===== src/rtl/clock_ratio_meter_if.sv =====
// Measured-clock control and measurement results shared by the meter and its user.
interface clock_ratio_meter_if #(
  parameter int unsigned counter_width = 16
);
  logic                     measured_clock;
  logic                     enable;
  logic [counter_width-1:0] period;
  logic [counter_width-1:0] high_time;
  logic                     period_valid;
  logic                     locked;
  logic                     clock_lost;

  // Driver side: supplies the clock under test and the enable, reads results.
  modport master (
    output measured_clock,
    output enable,
    input  period,
    input  high_time,
    input  period_valid,
    input  locked,
    input  clock_lost
  );

  // Meter side.
  modport slave (
    input  measured_clock,
    input  enable,
    output period,
    output high_time,
    output period_valid,
    output locked,
    output clock_lost
  );
endinterface


===== src/rtl/clock_ratio_meter.sv =====
// Measures period and high time of a slow asynchronous clock in input_clock cycles,
// flags lock on a stable ratio and loss of clock. All outputs are registered.
module clock_ratio_meter #(
  parameter int unsigned counter_width = 16,
  parameter int unsigned sync_stages   = 2,
  parameter int unsigned lock_count    = 4,
  parameter int unsigned loss_limit    = 65535
) (
  input logic                input_clock,
  input logic                reset,
  clock_ratio_meter_if.slave bus
);

  localparam logic [counter_width-1:0] LossLimit = counter_width'(loss_limit);
  localparam logic [counter_width-1:0] CntOne    = counter_width'(1);
  localparam logic [3:0]               LockMax   = 4'(lock_count);

  typedef enum logic [1:0] {StIdle, StArm, StMeasure, StLost} state_e;

  state_e                   state_q, state_d;
  logic [sync_stages-1:0]   sync_q;
  logic                     prev_q;
  logic [counter_width-1:0] cnt_q, cnt_d, cnt_inc;
  logic [counter_width-1:0] period_q, period_d;
  logic [counter_width-1:0] high_q, high_d;
  logic                     valid_q, valid_d;
  logic [3:0]               lock_cnt_q, lock_cnt_d;
  logic                     locked_q, locked_d;
  logic                     lost_q, lost_d;
  logic                     s, rise, fall;

  assign s       = sync_q[sync_stages-1];
  assign rise    = s & ~prev_q;
  assign fall    = ~s & prev_q;
  // Saturate so a dead clock never wraps back into a plausible period.
  assign cnt_inc = (&cnt_q) ? cnt_q : cnt_q + CntOne;

  // Synchroniser chain and edge-detect register for the clock under test.
  always_ff @(posedge input_clock or negedge reset) begin
    if (!reset) begin
      sync_q <= '0;
      prev_q <= 1'b0;
    end else begin
      sync_q <= {sync_q[sync_stages-2:0], bus.measured_clock};
      prev_q <= s;
    end
  end

  // FSM state register.
  always_ff @(posedge input_clock or negedge reset) begin
    if (!reset) begin
      state_q <= StIdle;
    end else begin
      state_q <= state_d;
    end
  end

  // FSM next state; dropping enable returns to idle from anywhere.
  always_comb begin
    state_d = state_q;
    if (!bus.enable) begin
      state_d = StIdle;
    end else begin
      case (state_q)
        StIdle:    state_d = StArm;
        StArm:     if (rise) state_d = StMeasure;
        StMeasure: if (!rise && (cnt_q == LossLimit)) state_d = StLost;
        StLost:    if (rise) state_d = StMeasure;
        default:   state_d = StIdle;
      endcase
    end
  end

  // FSM outputs: next values of the counter, measurements and status flags.
  always_comb begin
    cnt_d      = cnt_q;
    period_d   = period_q;
    high_d     = high_q;
    valid_d    = 1'b0;
    lock_cnt_d = lock_cnt_q;
    locked_d   = locked_q;
    lost_d     = lost_q;
    if (!bus.enable) begin
      cnt_d      = '0;
      lock_cnt_d = '0;
      locked_d   = 1'b0;
      lost_d     = 1'b0;
    end else begin
      case (state_q)
        StIdle: cnt_d = '0;
        StArm: begin
          // First edge only aligns the counter; no period is known yet.
          cnt_d      = rise ? CntOne : cnt_inc;
          lock_cnt_d = '0;
          locked_d   = 1'b0;
          lost_d     = 1'b0;
        end
        StMeasure: begin
          cnt_d = rise ? CntOne : cnt_inc;
          if (fall) high_d = cnt_q;
          if (rise) begin
            period_d = cnt_q;
            valid_d  = 1'b1;
            // Lock count of 0 marks the first period after arming or a loss.
            if (lock_cnt_q == 4'd0 || cnt_q != period_q) begin
              lock_cnt_d = 4'd1;
            end else if (lock_cnt_q != LockMax) begin
              lock_cnt_d = lock_cnt_q + 4'd1;
            end
            locked_d = (lock_cnt_d == LockMax);
          end else if (cnt_q == LossLimit) begin
            lost_d     = 1'b1;
            locked_d   = 1'b0;
            lock_cnt_d = '0;
          end
        end
        StLost: begin
          // The recovering edge restarts timing but measures nothing.
          cnt_d = rise ? CntOne : cnt_inc;
          if (rise) lost_d = 1'b0;
        end
        default: cnt_d = '0;
      endcase
    end
  end

  // Datapath and output registers.
  always_ff @(posedge input_clock or negedge reset) begin
    if (!reset) begin
      cnt_q      <= '0;
      period_q   <= '0;
      high_q     <= '0;
      valid_q    <= 1'b0;
      lock_cnt_q <= '0;
      locked_q   <= 1'b0;
      lost_q     <= 1'b0;
    end else begin
      cnt_q      <= cnt_d;
      period_q   <= period_d;
      high_q     <= high_d;
      valid_q    <= valid_d;
      lock_cnt_q <= lock_cnt_d;
      locked_q   <= locked_d;
      lost_q     <= lost_d;
    end
  end

  assign bus.period       = period_q;
  assign bus.high_time    = high_q;
  assign bus.period_valid = valid_q;
  assign bus.locked       = locked_q;
  assign bus.clock_lost   = lost_q;

endmodule


===== src/flat_wrapper.sv =====
// flat-port wrapper written by rule: the top's interface ports become plain ports
module clock_ratio_meter_flat 
#(
  parameter int unsigned counter_width = 16,
  parameter int unsigned sync_stages   = 2,
  parameter int unsigned lock_count    = 4,
  parameter int unsigned loss_limit    = 65535
)
  (input_clock, reset, bus_measured_clock, bus_enable, bus_period, bus_high_time, bus_period_valid, bus_locked, bus_clock_lost);
  clock_ratio_meter_if #(.counter_width(counter_width)) bus_i ();
  input logic input_clock;
  input logic reset;
  input wire logic [$bits(bus_i.measured_clock)-1:0] bus_measured_clock;
  input wire logic [$bits(bus_i.enable)-1:0] bus_enable;
  output wire logic [$bits(bus_i.period)-1:0] bus_period;
  output wire logic [$bits(bus_i.high_time)-1:0] bus_high_time;
  output wire logic [$bits(bus_i.period_valid)-1:0] bus_period_valid;
  output wire logic [$bits(bus_i.locked)-1:0] bus_locked;
  output wire logic [$bits(bus_i.clock_lost)-1:0] bus_clock_lost;
  assign bus_i.measured_clock = bus_measured_clock;
  assign bus_i.enable = bus_enable;
  assign bus_period = bus_i.period;
  assign bus_high_time = bus_i.high_time;
  assign bus_period_valid = bus_i.period_valid;
  assign bus_locked = bus_i.locked;
  assign bus_clock_lost = bus_i.clock_lost;
  clock_ratio_meter #(.counter_width(counter_width), .sync_stages(sync_stages), .lock_count(lock_count), .loss_limit(loss_limit)) u_core (.input_clock(input_clock), .reset(reset), .bus(bus_i));
endmodule

===== config.mk =====
export PLATFORM = sky130hd
export DESIGN_NAME = clock_ratio_meter_flat
export DESIGN_NICKNAME = d
export VERILOG_FILES = /design/src/rtl/clock_ratio_meter_if.sv /design/src/rtl/clock_ratio_meter.sv /design/src/flat_wrapper.sv
export SDC_FILE = /design/constraint.sdc
export NUM_CORES = 1
export LEC_CHECK = 0
export CAP_MARGIN = 20
export CORE_ASPECT_RATIO = 1.5
export CORE_MARGIN = 5
export CORE_UTILIZATION = 45
export DETAILED_ROUTE_END_ITERATION = 10
export GPL_ROUTABILITY_DRIVEN = 0
export HOLD_SLACK_MARGIN = 0.02
export PLACE_DENSITY = 0.67
export SETUP_SLACK_MARGIN = 0.15
export SLEW_MARGIN = 20
export SYNTH_ARGS = -nofsm -noshare
export SYNTH_HDL_FRONTEND = slang
export SYNTH_SLANG_ARGS = --single-unit

===== constraint.sdc =====
create_clock -name input_clock -period 2.15 [get_ports input_clock]
set_input_delay 0.3225 -clock input_clock [delete_from_list [all_inputs] [get_ports input_clock]]
set_output_delay 0.3225 -clock input_clock [all_outputs]
set_load 0.02 [all_outputs]

==> impl_metrics.csv <==
group,metric,value,unit
status,status,"finished, final reports clean",
synthesis,syn_area,2950,um^2
synthesis,yosysSeqAreaShare,50.9,%
clocking,postCtsSetupBuffers,0,
synthesis,ys.flop_type,"dfrtp_1",
flow_run,max_cap_violations,0,
synthesis,synth_top_area_share,50.9,%
clocking,clock_latency,0.33,ns
route,avgRoutedWirePerCell,15.6,um
sta,final-max-slew-violation-count,0,
die,io_pins,39,
placement,place_area,3450,um^2
sta,finalSetupTns,0,ns
clocking,clock_path_buffers,2,
worst_setup_path,cp_max_fo,7,
clocking,cts.root.buffer_cell,"clkbuf_8",
synthesis,async_flop_share,100,%
synthesis,synth_edf_count,0,
worst_setup_path,worstSetupEndpointType,"register",
cells_and_area,fill_cells,549,
pwr,clkPwrFrac,48.3,%
placement,portBuffers,38,
worst_setup_path,max_stage_delay,0.42,ns
route,via_per_inst,5.29,
worst_setup_path,cp.required,2.39,ns
route,drtPass1Iterations,4,
die,die_h,109,um
placement,hpwlAfterDp,4560,um
pwr,power_density,666,nW/um^2
cells_and_area,layout_commonest_cell,"dfrtp_1",
sta,max_freq,525,MHz
cells_and_area,final_cell_mix,"dfrtp_1, nand2_1, clkdlybuf4s50_1",
global_route,antenna_found_initial,0,
route,num_vias,2178,
die,dieArea,8310,um^2
min_path,hold_class,"register to register",
route,ant_nets,0,
cells_and_area,diodes,0,
synthesis,synth_cells,284,
clocking,cts_htree_levels,3,
global_route,grt_max_degree,40,
pwr,power.net_switching,529,uW
cells_and_area,nNetsFinal,338,
die,start_util,45.8,%
synthesis,synth.avg_cell_area,10.4,um^2
synthesis,ys_types,49,
route,drc,0,
global_route,grt_usage,16.3,%
sta,relSlewSlack,59.3,%
clocking,cts.sinks,60,
worst_setup_path,cp_top_family,"simple AND/OR/NAND/NOR gates",
synthesis,synth.area.top_cells,"dfrtp_1, nand2_1, xnor2_1, mux2_4, a21oi_1",
clocking,cts_tree,"yes",
global_route,grt_pass1_vias,2251,
worst_setup_path,worst-path-buf-inv,1,
pwr,internal-power,1930,uW
die,die_x,76.1,um
worst_setup_path,slowest_stage,"dfrtp_2",
global_route,grt.overflow.total,0,
sta,final-hold-violation-count,0,
route,drtIter0Drc,111,
worst_setup_path,path_cells,"inv_1 -> ha_1 -> nand2b_1 -> o21ai_0 -> nor3_2 -> nand3_1 -> o41ai_2",
worst_setup_path,critical_path.startpoint_type,"register",
pwr,power_frac_comb,4.7,%
global_route,grt_pass1_wl,10800,um
sta,post-route-period-util,88.5,%
cells_and_area,post-route-cell-area,3690,um^2
sta,rsz0062_at_grt,"yes",
pwr,seq_power_share,47.0,%
synthesis,synth.largest_area_cell,"dfrtp_1",
cells_and_area,area_growth,25.2,%
synthesis,yosys_warnings,0,
cells_and_area,drive_gt1_share,16.7,%
sta,worst_pin_slew,0.611,ns
pwr,vdd_ir_drop_max,378,uV
clocking,numCtsBuffers,9,
route,drt-total-wl,6440,um
clocking,clkTransAtPathRegs,0.07,ns
sta,post-route-min-period,1.90,ns
die,rows,36,
pwr,power.leakage,0.00163,uW
die,core,6440,um^2
sta,finalClockSkew,0.00532,ns
pwr,swShare,21.5,%
synthesis,synth_seq_cells,60,
sta,setup_viol,0,
synthesis,synth.net_count,291,
worst_setup_path,crit_arrival,2.14,ns
worst_setup_path,crit_type,"register to register",
## final cells by class
class                   count  area (um^2)  share of cell area [%]
clock buffers              12          165                    4.47
clock inverters             4         70.1                    1.90
well taps                  76         95.1                    2.57
flip-flops and latches     60         1500                    40.7
repair buffers             51          500                    13.5
multi-input cells         201         1330                    36.0
inverters                   8         30.0                   0.813
## worst reg2reg max path: stages, from the launching register on
cell	delay [ns]
dfrtp_2	0.42
inv_1	0.09
ha_1	0.24
nand2b_1	0.18
o21ai_0	0.12
nor3_2	0.24
nand3_1	0.17
o41ai_2	0.33
## through the flow
stage / util [%] / total power [uW] / setup slack (ns) / cells / hold slack, ns
2_1_floorplan: - / 1230 / 0.509 / 284 / 0.0269
3_3_place_gp: 53.5 / 1290 / 0.203 / 395 / 0.322
3_5_place_dp: 53.5 / 1290 / 0.193 / 395 / 0.329
4_1_cts: 57.3 / 2480 / 0.179 / 412 / 0.360
5_1_grt: 57.4 / 2540 / 0.123 / 412 / 0.369
6_report: 57.4 / 2460 / 0.246 / 412 / 0.357
## per-layer routing
metal | share of wire, % | global-route usage [%] | routed length (um) | up-vias
li1 | - | - | - | 1067
met1 | 44 | 19.9 | 2850 | 1052
met2 | 50 | 27.1 | 3190 | 49
met3 | 4.1 | 3.47 | 263 | 10
met4 | 2.0 | 8.38 | 131 | 0
met5 | 0 | 0 | 0 | -
## power groups by stage
stage	clock (uW)	combinational (uW)	sequential, uW
5_1_grt	1250	130	1160
4_1_cts	1210	117	1160
3_5_place_dp	0	116	1180
6_report	1190	115	1160
2_1_floorplan	0	51.5	1180
3_3_place_gp	0	113	1180
## repair_timing
| action | in CTS | in global routing |
|---|---|---|
| hold buffers | 1 | 0 |
| hold endpoints to repair | 21 | 0 |
| setup endpoints to repair | 0 | 2 |
| resized for setup | 0 | 1 |
## cells in the mapped netlist (2+ instances only)
cell / n
mux2_4: 10
clkbuf_1: 5
nand4_1: 8
dfrtp_1: 60
inv_1: 7
nor2b_1: 4
buf_2: 6
nand2b_1: 5
nor3b_1: 2
nor2_1: 8
and3_1: 3
nand3_1: 12
buf_4: 2
ha_1: 3
o21ai_0: 10
xor2_1: 5
mux2_2: 6
xnor2_1: 22
nor3_1: 6
nand2_1: 54
a21oi_1: 18
## path summary, 6_finish.rpt
| kind | startpoint | to | cells past startpoint | slack, ns |
|---|---|---|---|---|
| min reg2reg | u_core.sync_q[0]$_DFF_PN0_ | u_core.sync_q[1]$_DFF_PN0_ | 0 | 0.36 |
| min in group asynchronous | reset | u_core.bus.high_time[13]$_DFFE_PN0P_ | 2 | 0.49 |
| max | u_core.lock_cnt_q[0]$_DFFE_PN0P_ | u_core.bus.locked$_DFFE_PN0P_ | 7 | 0.25 |
| max in group asynchronous | reset | u_core.lock_cnt_q[0]$_DFFE_PN0P_ | 3 | 1.06 |
| max reg2reg | u_core.lock_cnt_q[0]$_DFFE_PN0P_ | u_core.bus.locked$_DFFE_PN0P_ | 7 | 0.25 |
| min | u_core.sync_q[0]$_DFF_PN0_ | u_core.sync_q[1]$_DFF_PN0_ | 0 | 0.36 |
## logic make-up after synthesis
family / Yosys count / synth area share, %
adders and majority gates: 3 / 1.27
DFF: 60 / 50.9
muxes: 17 / 7.71
and+or+nand+nor: 114 / 19.9
AOI/OAI and AO/OA: 40 / 8.18
xor gates and xnor gates: 27 / 8.01
buffers and inverters: 23 / 4.03
## state kept, by name (all words and copies together), names as in the netlist
| signal | cells |
|---|---|
| u_core.prev_q | 1 |
| u_core.bus.high_time | 16 |
| u_core.sync_q | 2 |
| u_core.bus.period_valid | 1 |
| u_core.bus.clock_lost | 1 |
| u_core.cnt_q | 16 |
| u_core.state_q | 2 |
| u_core.bus.locked | 1 |
| u_core.bus.period | 16 |
| u_core.lock_cnt_q | 4 |
No activity file was read; power rests on OpenSTA's default activity.
